## src/rtl/bp_update_ctrl.sv

```systemverilog
// bp_update_ctrl
// Owns the single write port of the branch predictor tables (BTB + gshare PHT).
// Resolved-branch updates from EX are buffered in a small in-order FIFO.
// The new 2-bit saturating counter is computed at enqueue time.
// After reset, or on clear_req, the block sweeps every table index with a
// clear write and holds predict_disable high until the sweep completes.
//
// Ports:
//   clk, rst                 clock, asynchronous active-high reset
//   upd_*                    EX-stage update request and payload
//   wb_flush                 kills the EX update presented in the same cycle
//   clear_req                one-cycle pulse: flush the FIFO and restart the sweep
//   wr_ready                 table write port accepts the current write
//   wr_*                     table write request (clear sweep or FIFO head)
//   predict_disable          force predictions not-taken during the sweep
//   fifo_count               registered FIFO occupancy, 0..FIFO_DEPTH
//   ovf                      one-cycle pulse: an update was dropped on a full FIFO
module bp_update_ctrl #(
    parameter int IDX_BITS   = 6,
    parameter int FIFO_DEPTH = 4
) (
    input  logic                        clk,
    input  logic                        rst,
    input  logic                        upd_br_inst,
    input  logic                        upd_target_valid,
    input  logic                        upd_br_taken,
    input  logic                        upd_is_uncond,
    input  logic [31:0]                 upd_addr,
    input  logic [31:0]                 upd_target,
    input  logic [IDX_BITS-1:0]         upd_idx,
    input  logic [1:0]                  upd_sc,
    input  logic                        wb_flush,
    input  logic                        clear_req,
    input  logic                        wr_ready,
    output logic                        wr_en,
    output logic                        wr_clear,
    output logic                        wr_pht_en,
    output logic                        wr_btb_en,
    output logic [IDX_BITS-1:0]         wr_idx,
    output logic [1:0]                  wr_sc,
    output logic [31:0]                 wr_addr,
    output logic [31:0]                 wr_target,
    output logic                        wr_is_uncond,
    output logic                        predict_disable,
    output logic [$clog2(FIFO_DEPTH):0] fifo_count,
    output logic                        ovf
);

    localparam int PW = $clog2(FIFO_DEPTH);
    localparam int CW = PW + 1;
    localparam logic [CW-1:0]       FULL_COUNT = CW'(FIFO_DEPTH);
    localparam logic [IDX_BITS-1:0] LAST_IDX   = '1;

    typedef enum logic {
        SWEEP = 1'b0,
        RUN   = 1'b1
    } state_t;

    typedef struct packed {
        logic                pht_en;
        logic                btb_en;
        logic                is_uncond;
        logic [IDX_BITS-1:0] idx;
        logic [1:0]          sc;
        logic [31:0]         addr;
        logic [31:0]         target;
    } entry_t;

    state_t              state_q, state_d;
    logic [IDX_BITS-1:0] sweep_idx_q, sweep_idx_d;
    logic [PW-1:0]       rd_ptr_q, rd_ptr_d;
    logic [PW-1:0]       wr_ptr_q, wr_ptr_d;
    logic [CW-1:0]       count_q, count_d;
    logic                ovf_q, ovf_d;
    entry_t              mem_q [FIFO_DEPTH];

    entry_t head;
    entry_t new_entry;
    logic   full;
    logic   empty;
    logic   upd_req;
    logic   pop;
    logic   push;

    function automatic logic [1:0] next_sc(input logic [1:0] sc, input logic taken);
        if (taken) begin
            return (sc == 2'b11) ? 2'b11 : sc + 2'b01;
        end
        return (sc == 2'b00) ? 2'b00 : sc - 2'b01;
    endfunction

    always_comb begin
        full    = (count_q == FULL_COUNT);
        empty   = (count_q == '0);
        upd_req = (state_q == RUN) && !clear_req && !wb_flush
                  && (upd_br_inst || upd_target_valid);
        pop     = (state_q == RUN) && !empty && wr_ready;
        // A full FIFO still takes a new entry when the head leaves this cycle.
        push    = upd_req && (!full || pop);
        head    = mem_q[rd_ptr_q];

        new_entry           = '0;
        new_entry.pht_en    = upd_br_inst;
        new_entry.btb_en    = upd_target_valid;
        new_entry.is_uncond = upd_is_uncond;
        new_entry.idx       = upd_idx;
        new_entry.sc        = next_sc(upd_sc, upd_br_taken);
        new_entry.addr      = upd_addr;
        new_entry.target    = upd_target;
    end

    always_comb begin
        state_d     = state_q;
        sweep_idx_d = sweep_idx_q;
        rd_ptr_d    = rd_ptr_q;
        wr_ptr_d    = wr_ptr_q;
        count_d     = count_q;
        ovf_d       = 1'b0;

        if (clear_req) begin
            state_d     = SWEEP;
            sweep_idx_d = '0;
            rd_ptr_d    = '0;
            wr_ptr_d    = '0;
            count_d     = '0;
        end else if (state_q == SWEEP) begin
            if (wr_ready) begin
                if (sweep_idx_q == LAST_IDX) begin
                    state_d     = RUN;
                    sweep_idx_d = '0;
                end else begin
                    sweep_idx_d = sweep_idx_q + IDX_BITS'(1);
                end
            end
        end else begin
            if (pop) begin
                rd_ptr_d = rd_ptr_q + PW'(1);
            end
            if (push) begin
                wr_ptr_d = wr_ptr_q + PW'(1);
            end
            case ({push, pop})
                2'b10:   count_d = count_q + CW'(1);
                2'b01:   count_d = count_q - CW'(1);
                default: count_d = count_q;
            endcase
            ovf_d = upd_req && !push;
        end
    end

    always_ff @(posedge clk or posedge rst) begin
        if (rst) begin
            state_q     <= SWEEP;
            sweep_idx_q <= '0;
            rd_ptr_q    <= '0;
            wr_ptr_q    <= '0;
            count_q     <= '0;
            ovf_q       <= 1'b0;
        end else begin
            state_q     <= state_d;
            sweep_idx_q <= sweep_idx_d;
            rd_ptr_q    <= rd_ptr_d;
            wr_ptr_q    <= wr_ptr_d;
            count_q     <= count_d;
            ovf_q       <= ovf_d;
        end
    end

    // Payload storage needs no reset: entries are only read behind count_q.
    always_ff @(posedge clk) begin
        if (push) begin
            mem_q[wr_ptr_q] <= new_entry;
        end
    end

    // All write-port outputs derive from registered state. The rst term keeps
    // wr_en low while reset is held, even though the state already reads SWEEP.
    always_comb begin
        predict_disable = (state_q == SWEEP);
        fifo_count      = count_q;
        ovf             = ovf_q;
        if (state_q == SWEEP) begin
            wr_en        = !rst;
            wr_clear     = 1'b1;
            wr_pht_en    = 1'b1;
            wr_btb_en    = 1'b1;
            wr_idx       = sweep_idx_q;
            wr_sc        = 2'b01;
            wr_addr      = '0;
            wr_target    = '0;
            wr_is_uncond = 1'b0;
        end else begin
            wr_en        = !empty && !rst;
            wr_clear     = 1'b0;
            wr_pht_en    = head.pht_en;
            wr_btb_en    = head.btb_en;
            wr_idx       = head.idx;
            wr_sc        = head.sc;
            wr_addr      = head.addr;
            wr_target    = head.target;
            wr_is_uncond = head.is_uncond;
        end
    end

endmodule
```

## config.mk

```make
export PLATFORM = sky130hd
export DESIGN_NAME = bp_update_ctrl
export DESIGN_NICKNAME = d
export VERILOG_FILES = /design/src/rtl/bp_update_ctrl.sv
export SDC_FILE = /design/constraint.sdc
export NUM_CORES = 1
export LEC_CHECK = 0
export CAP_MARGIN = 20
export CORE_MARGIN = 8
export CORE_UTILIZATION = 40
export DETAILED_ROUTE_END_ITERATION = 8
export HOLD_SLACK_MARGIN = 0.1
export PLACE_DENSITY_LB_ADDON = 0.12
export SYNTH_ARGS = -nofsm -noshare
export SYNTH_HDL_FRONTEND = slang
export SYNTH_SLANG_ARGS = --single-unit
```

## constraint.sdc

```tcl
create_clock -name clk -period 3.5 [get_ports clk]
set_clock_uncertainty 0.1 [all_clocks]
set_input_delay 0.35 -clock clk [delete_from_list [all_inputs] [get_ports clk]]
set_output_delay 0.35 -clock clk [all_outputs]
set_load 0.01 [all_outputs]
```

Word level (Yosys, flattened, before mapping)
Memory sizes are Yosys's and may differ from the RTL's.
Index checks and enable logic that the tools add are counted.

word-level totals
  bits in registers = 15
  bits in writable memories = 300
  input bits = 81
  output and inout bits = 82
  word-level logic and storage cells = 83
  memories kept = 1

cells by class
  add/subtract/negate cells = 7
  equal/unequal tests = 6
  mux-type cells = 35
  bitwise gates (word level) = 1
  reductions and logical operators = 27

memories
  memory  words  width  read ports  clocked after Yosys merged registers in  wr ports  RTL line  RTL
  mem_q   4      75     1           0                                        1         75        entry_t mem_q [FIFO_DEPTH];

operators by type and width
  operator                                             count
  2-to-1 mux 32 bit                                    2
  2-to-1 mux 6 bit                                     5
  2-to-1 mux 2 bit                                     11
  2-to-1 mux 1 bit                                     14
  logical AND 1 bit                                    8
  AND reduction 2 bit                                  4
  nonzero test 2 bit                                   4
  adder 2 x 1 -> 2 bit, second input constant          3
  adder 6 x 1 -> 6 bit, second input constant          1
  equality test 6 bit, second input constant           1
  zero test 1 bit                                      6
  2-to-1 mux 3 bit                                     2
  one-hot mux 3 bit (2 select lines)                   1
  equality test 2 bit, second input constant           2
  adder 3 x 1 -> 3 bit, second input constant          1
  equality test 3 bit, second input constant           1
  zero test 3 bit                                      1
  nonzero test 3 bit                                   1
  subtractor 3 x 1 -> 3 bit, second input constant     1
  equality test 2 x 1 -> 1 bit, second input constant  1
  zero test 2 bit                                      1
  logical OR 1 bit                                     2
  != test 2 bit, second input constant                 1
  subtractor 2 x 1 -> 2 bit, second input constant     1
  NOT 1 bit                                            1

Logic depth before layout (Yosys ltp)
  depth in word-level cells = 10
  mapped depth = 8
  depth with buffers taken out = 7

Least setup slack after synthesis
No wires, ideal clock.

  path type = input -> register
  from = input clear_req
  to = memory mem_q[1][0] in the netlist's numbering, enable pin
  setup time = 0.441 ns
  data arrival time = 2.875 ns
  data required time = 2.959 ns
  path slack = 0.083 ns
  stages = 4
  buffers on the path = 0
  path through = nor3b_2 > nand2_1 > nor2b_1 > and2_1

between the ends
  word-level cells in the longest chain between the ends = 7

ends and longest elaborated chain
  item                                    RTL line  RTL
  start: declaration                      33        input logic clear_req,
  zero test 1 bit                         95        upd_req = (state_q == RUN) && !clear_req && !wb_flush
  logical AND 1 bit (2 in a row)          95
  logical AND 1 bit                       96        && (upd_br_inst || upd_target_valid);
  logical AND 1 bit                       99        push = upd_req && (!full || pop);
  2-to-1 mux 1 bit                        171       if (push) begin
  2-to-1 mux 1 bit (implied by the code)  172       mem_q[wr_ptr_q] <= new_entry;
  end: declaration                        75

No other way between the ends.

Final worst setup path
  from = register rd_ptr_q[0]
  to = output wr_addr[23]

between the ends
  word-level cells in the longest chain between the ends = 2

ends and longest elaborated chain
  item                      RTL line  RTL
  start: declaration        71        logic [PW-1:0] rd_ptr_q, rd_ptr_d;
  start signal: assignment  162       rd_ptr_q <= rd_ptr_d;
  memory read (4 x 75 bit)  -
  2-to-1 mux 32 bit         182       if (state_q == SWEEP) begin
  end: declaration          41        output logic [31:0] wr_addr,

No other way between the ends.

==> results.sh <==
export IMPL_min_path_type="input pin to async pin"
export IMPL_synth_fp_nets=665
export IMPL_synth_compound_area_share_pct=1.293
export IMPL_cts_max_path_buffers=3
export IMPL_gp_congestion=0.7359
export IMPL_netlist_top_cells_count="300 x edfxtp_1, 75 x mux4_2, 70 x and2_1"
export IMPL_vdd_ir_drop_worst_mv=0.3121
export IMPL_clk_latency_ns=0.50
export IMPL_combPwrFrac_pct=2.0
export IMPL_initial_utilization_pct=40.39
export IMPL_h_tree_depth=2
export IMPL_ioPinCount=163
export IMPL_internal_power_mw=6.508
export IMPL_synth_cell_types=42
export IMPL_layout_nets=855
export IMPL_synth_warnings=0
export IMPL_fin_crit_sh_pct=90.34
export IMPL_clk_pin_slew_ns=0.06
export IMPL_swShare_pct=18.58
export IMPL_relSlewSlack_pct=40.55
export IMPL_final_core_util_pct=51.75
export IMPL_synth_area_leaders="edfxtp_1 73%, mux4_2 14%, and2_1 3.6%"
export IMPL_core_sq_um=30430
export IMPL_slew_viol_final=0
export IMPL_clockPowerShare_pct=46.4
export IMPL_cts_sinks=315
export IMPL_cts_root_buffer="clkbuf_16"
export IMPL_synth_edf_count=300
export IMPL_yosysTopAreaCell="edfxtp_1"
export IMPL_synth_xor_area_share_pct=0.2850
export IMPL_area_delta_synth_final_pct=28.12
export IMPL_hpwlAfterDp_um=16460
export IMPL_hold_violations=0
export IMPL_status="finished, final reports clean"
export IMPL_criticalPathCategory="register to output port"
export IMPL_synthFlopType="edfxtp_1"
export IMPL_synth_most_common_cell="edfxtp_1"
export IMPL_yosysSeqAreaShare_pct=76.35
export IMPL_synthArstFlopShare_pct=4.762
export IMPL_die_area_sq_um=36590
export IMPL_setup_viol=0
export IMPL_avgSynthCellArea_sq_um=21.26
export IMPL_worst_slew_pin_slew_ns=0.8917
export IMPL_synthMuxAreaShare_pct=14.46
export IMPL_synth_area_sq_um=12290
export IMPL_die_h_um=191.3
export IMPL_vias=6126
export IMPL_synth_top_family_by_area="multiplexers"
export IMPL_track_usage_pct=14.49
export IMPL_critical_path_peak_fanout=14
export IMPL_ant_nets=0
export IMPL_wl_per_cell_um=22.29
export IMPL_timing_hold_ws_ns=0.1748
export IMPL_powerDensity_nw_per_um2=507.7
export IMPL_seqPwrFrac_pct=51.7
export IMPL_power_switching_mw=1.485
export IMPL_io_buffers=162
export IMPL_num_rows=64
export IMPL_yosys_area_share_adder_pct=0.8348
export IMPL_synth_seq_cells=315
export IMPL_cp_required_ns=3.05
export IMPL_cts_hold_buffers=0
export IMPL_numCtsBuffers=35
export IMPL_drive_above_1_share_pct=20.78
export IMPL_drt_iter0_markers=364
export IMPL_rsz0062_at_grt="no"
export IMPL_grt_first_pass_wirelength_um=40340
export IMPL_fin_cells=1191
export IMPL_cp_arrival_ns=2.71
export IMPL_worst_setup_path_start_kind="register"
export IMPL_max_freq_ghz=0.3163
export IMPL_synth_top_area_share_pct=73.30
export IMPL_gr_total_overflow=0
export IMPL_first_pass_iters=4
export IMPL_synth_simple_area_share_pct=5.212
export IMPL_totalWireLength_um=26550
export IMPL_cap_violations=0
export IMPL_grt_max_degree=84
export IMPL_fin_crit_ns=3.162
export IMPL_first_global_vias=6855
export IMPL_cts_tree="done"
export IMPL_endpoint_kind="output port"
export IMPL_vias_per_cell=5.144
export IMPL_p_leak_nw=5.021
export IMPL_dp_cells=1126
export IMPL_antenna_found_initial=2
export IMPL_drc=0
export IMPL_r2r_setup_slack_ns=0.89
export IMPL_die_w_um=191.3
export IMPL_tns_ns=0
export IMPL_synthCells=578
## timing repair
action | 4_1_cts | 5_1_grt
resized for setup | 0 | 0
hold endpoints to repair | 0 | 0
buffers inserted | 0 | 1
endpoints found under the setup margin | 0 | 13
## critical path: stages, from the launching register on
cell	delay, ns
dfrtp_4	0.65
buf_4	0.35
mux4_2	0.53
and2_1	0.18
clkdlybuf4s50_1	0.48
## path summary, 6_finish.rpt
kind                           startpoint        endpoint  cells after the start
setup / recovery              rd_ptr_q[0]     wr_addr[23]                      4
hold / removal                        rst             ovf                      2
setup reg to reg            fifo_count[1]   fifo_count[2]                      7
hold reg to reg            sweep_idx_q[3]  sweep_idx_q[3]                      1
max in group asynchronous             rst     rd_ptr_q[1]                      2
min in group clk           upd_target[29]    mem_q[0][29]                      1
## layer usage
layer | wire, um | vias to the layer above | part of all wire (%) | GRT usage [%]
met4 | 410 | 4 | 1.5 | 3.967
met2 | 13470 | 166 | 51 | 24.70
met5 | 23 | - | 0.087 | 0
li1 | - | 2709 | - | -
met3 | 1554 | 44 | 5.9 | 3.557
met1 | 11090 | 3203 | 42 | 18.26
## state kept, by name, summed over array words and instances (netlist names)
signal       flops
fifo_count       3
mem_q          300
ovf              1
rd_ptr_q         2
state_q          1
sweep_idx_q      6
wr_ptr_q         2
## through the flow
step / power [mW] / instance area [sq um] / setup slack (ns)
finish: 7.994 / 15750 / 0.3380
global route: 8.214 / 15740 / 0.1782
CTS: 8.084 / 15720 / 0.05878
detailed placement: 4.367 / 14540 / 0.5068
global placement: 4.360 / 14540 / 0.5759
floorplan: 4.226 / 12290 / 0.08341
## power by group through the flow
stage	combinational, mW	sequential [mW]	clock (mW)
global placement	0.152	4.21	0
CTS	0.160	4.13	3.80
floorplan	0.0172	4.21	0
finish	0.158	4.13	3.71
detailed placement	0.159	4.21	0
global route	0.170	4.13	3.92
## area by class of cell
cell class | count | area (sq um)
Multi-Input combinational cell | 227 | 2724
Clock inverter | 23 | 246.5
Fill cell | 2454 | 14680
Tap cell | 396 | 495.5
Inverter | 7 | 26.28
Antenna cell | 1 | 2.502
Sequential cell | 315 | 9393
Timing Repair Buffer | 182 | 1922
Clock buffer | 40 | 937.1
## logic make-up after synthesis
family          Yosys count
fa+ha+maj                 8
buf+inv                  36
flops                   315
xor+xnor                  4
simple gates            111
mux                      83
compound gates           21
## placed cells by master (no fill, tap or decap), types with 6 or more instances in the layout
cell type	count
inv_1	7
nand2_1	10
clkbuf_16	37
mux2_2	6
a21oi_1	6
clkdlybuf4s50_1	162
nor2_1	12
clkinv_2	8
and2_1	66
dfrtp_1	12
edfxtp_1	300
buf_4	8
buf_12	12
mux4_2	75
Note: power is estimated with default switching activity, not from simulation.
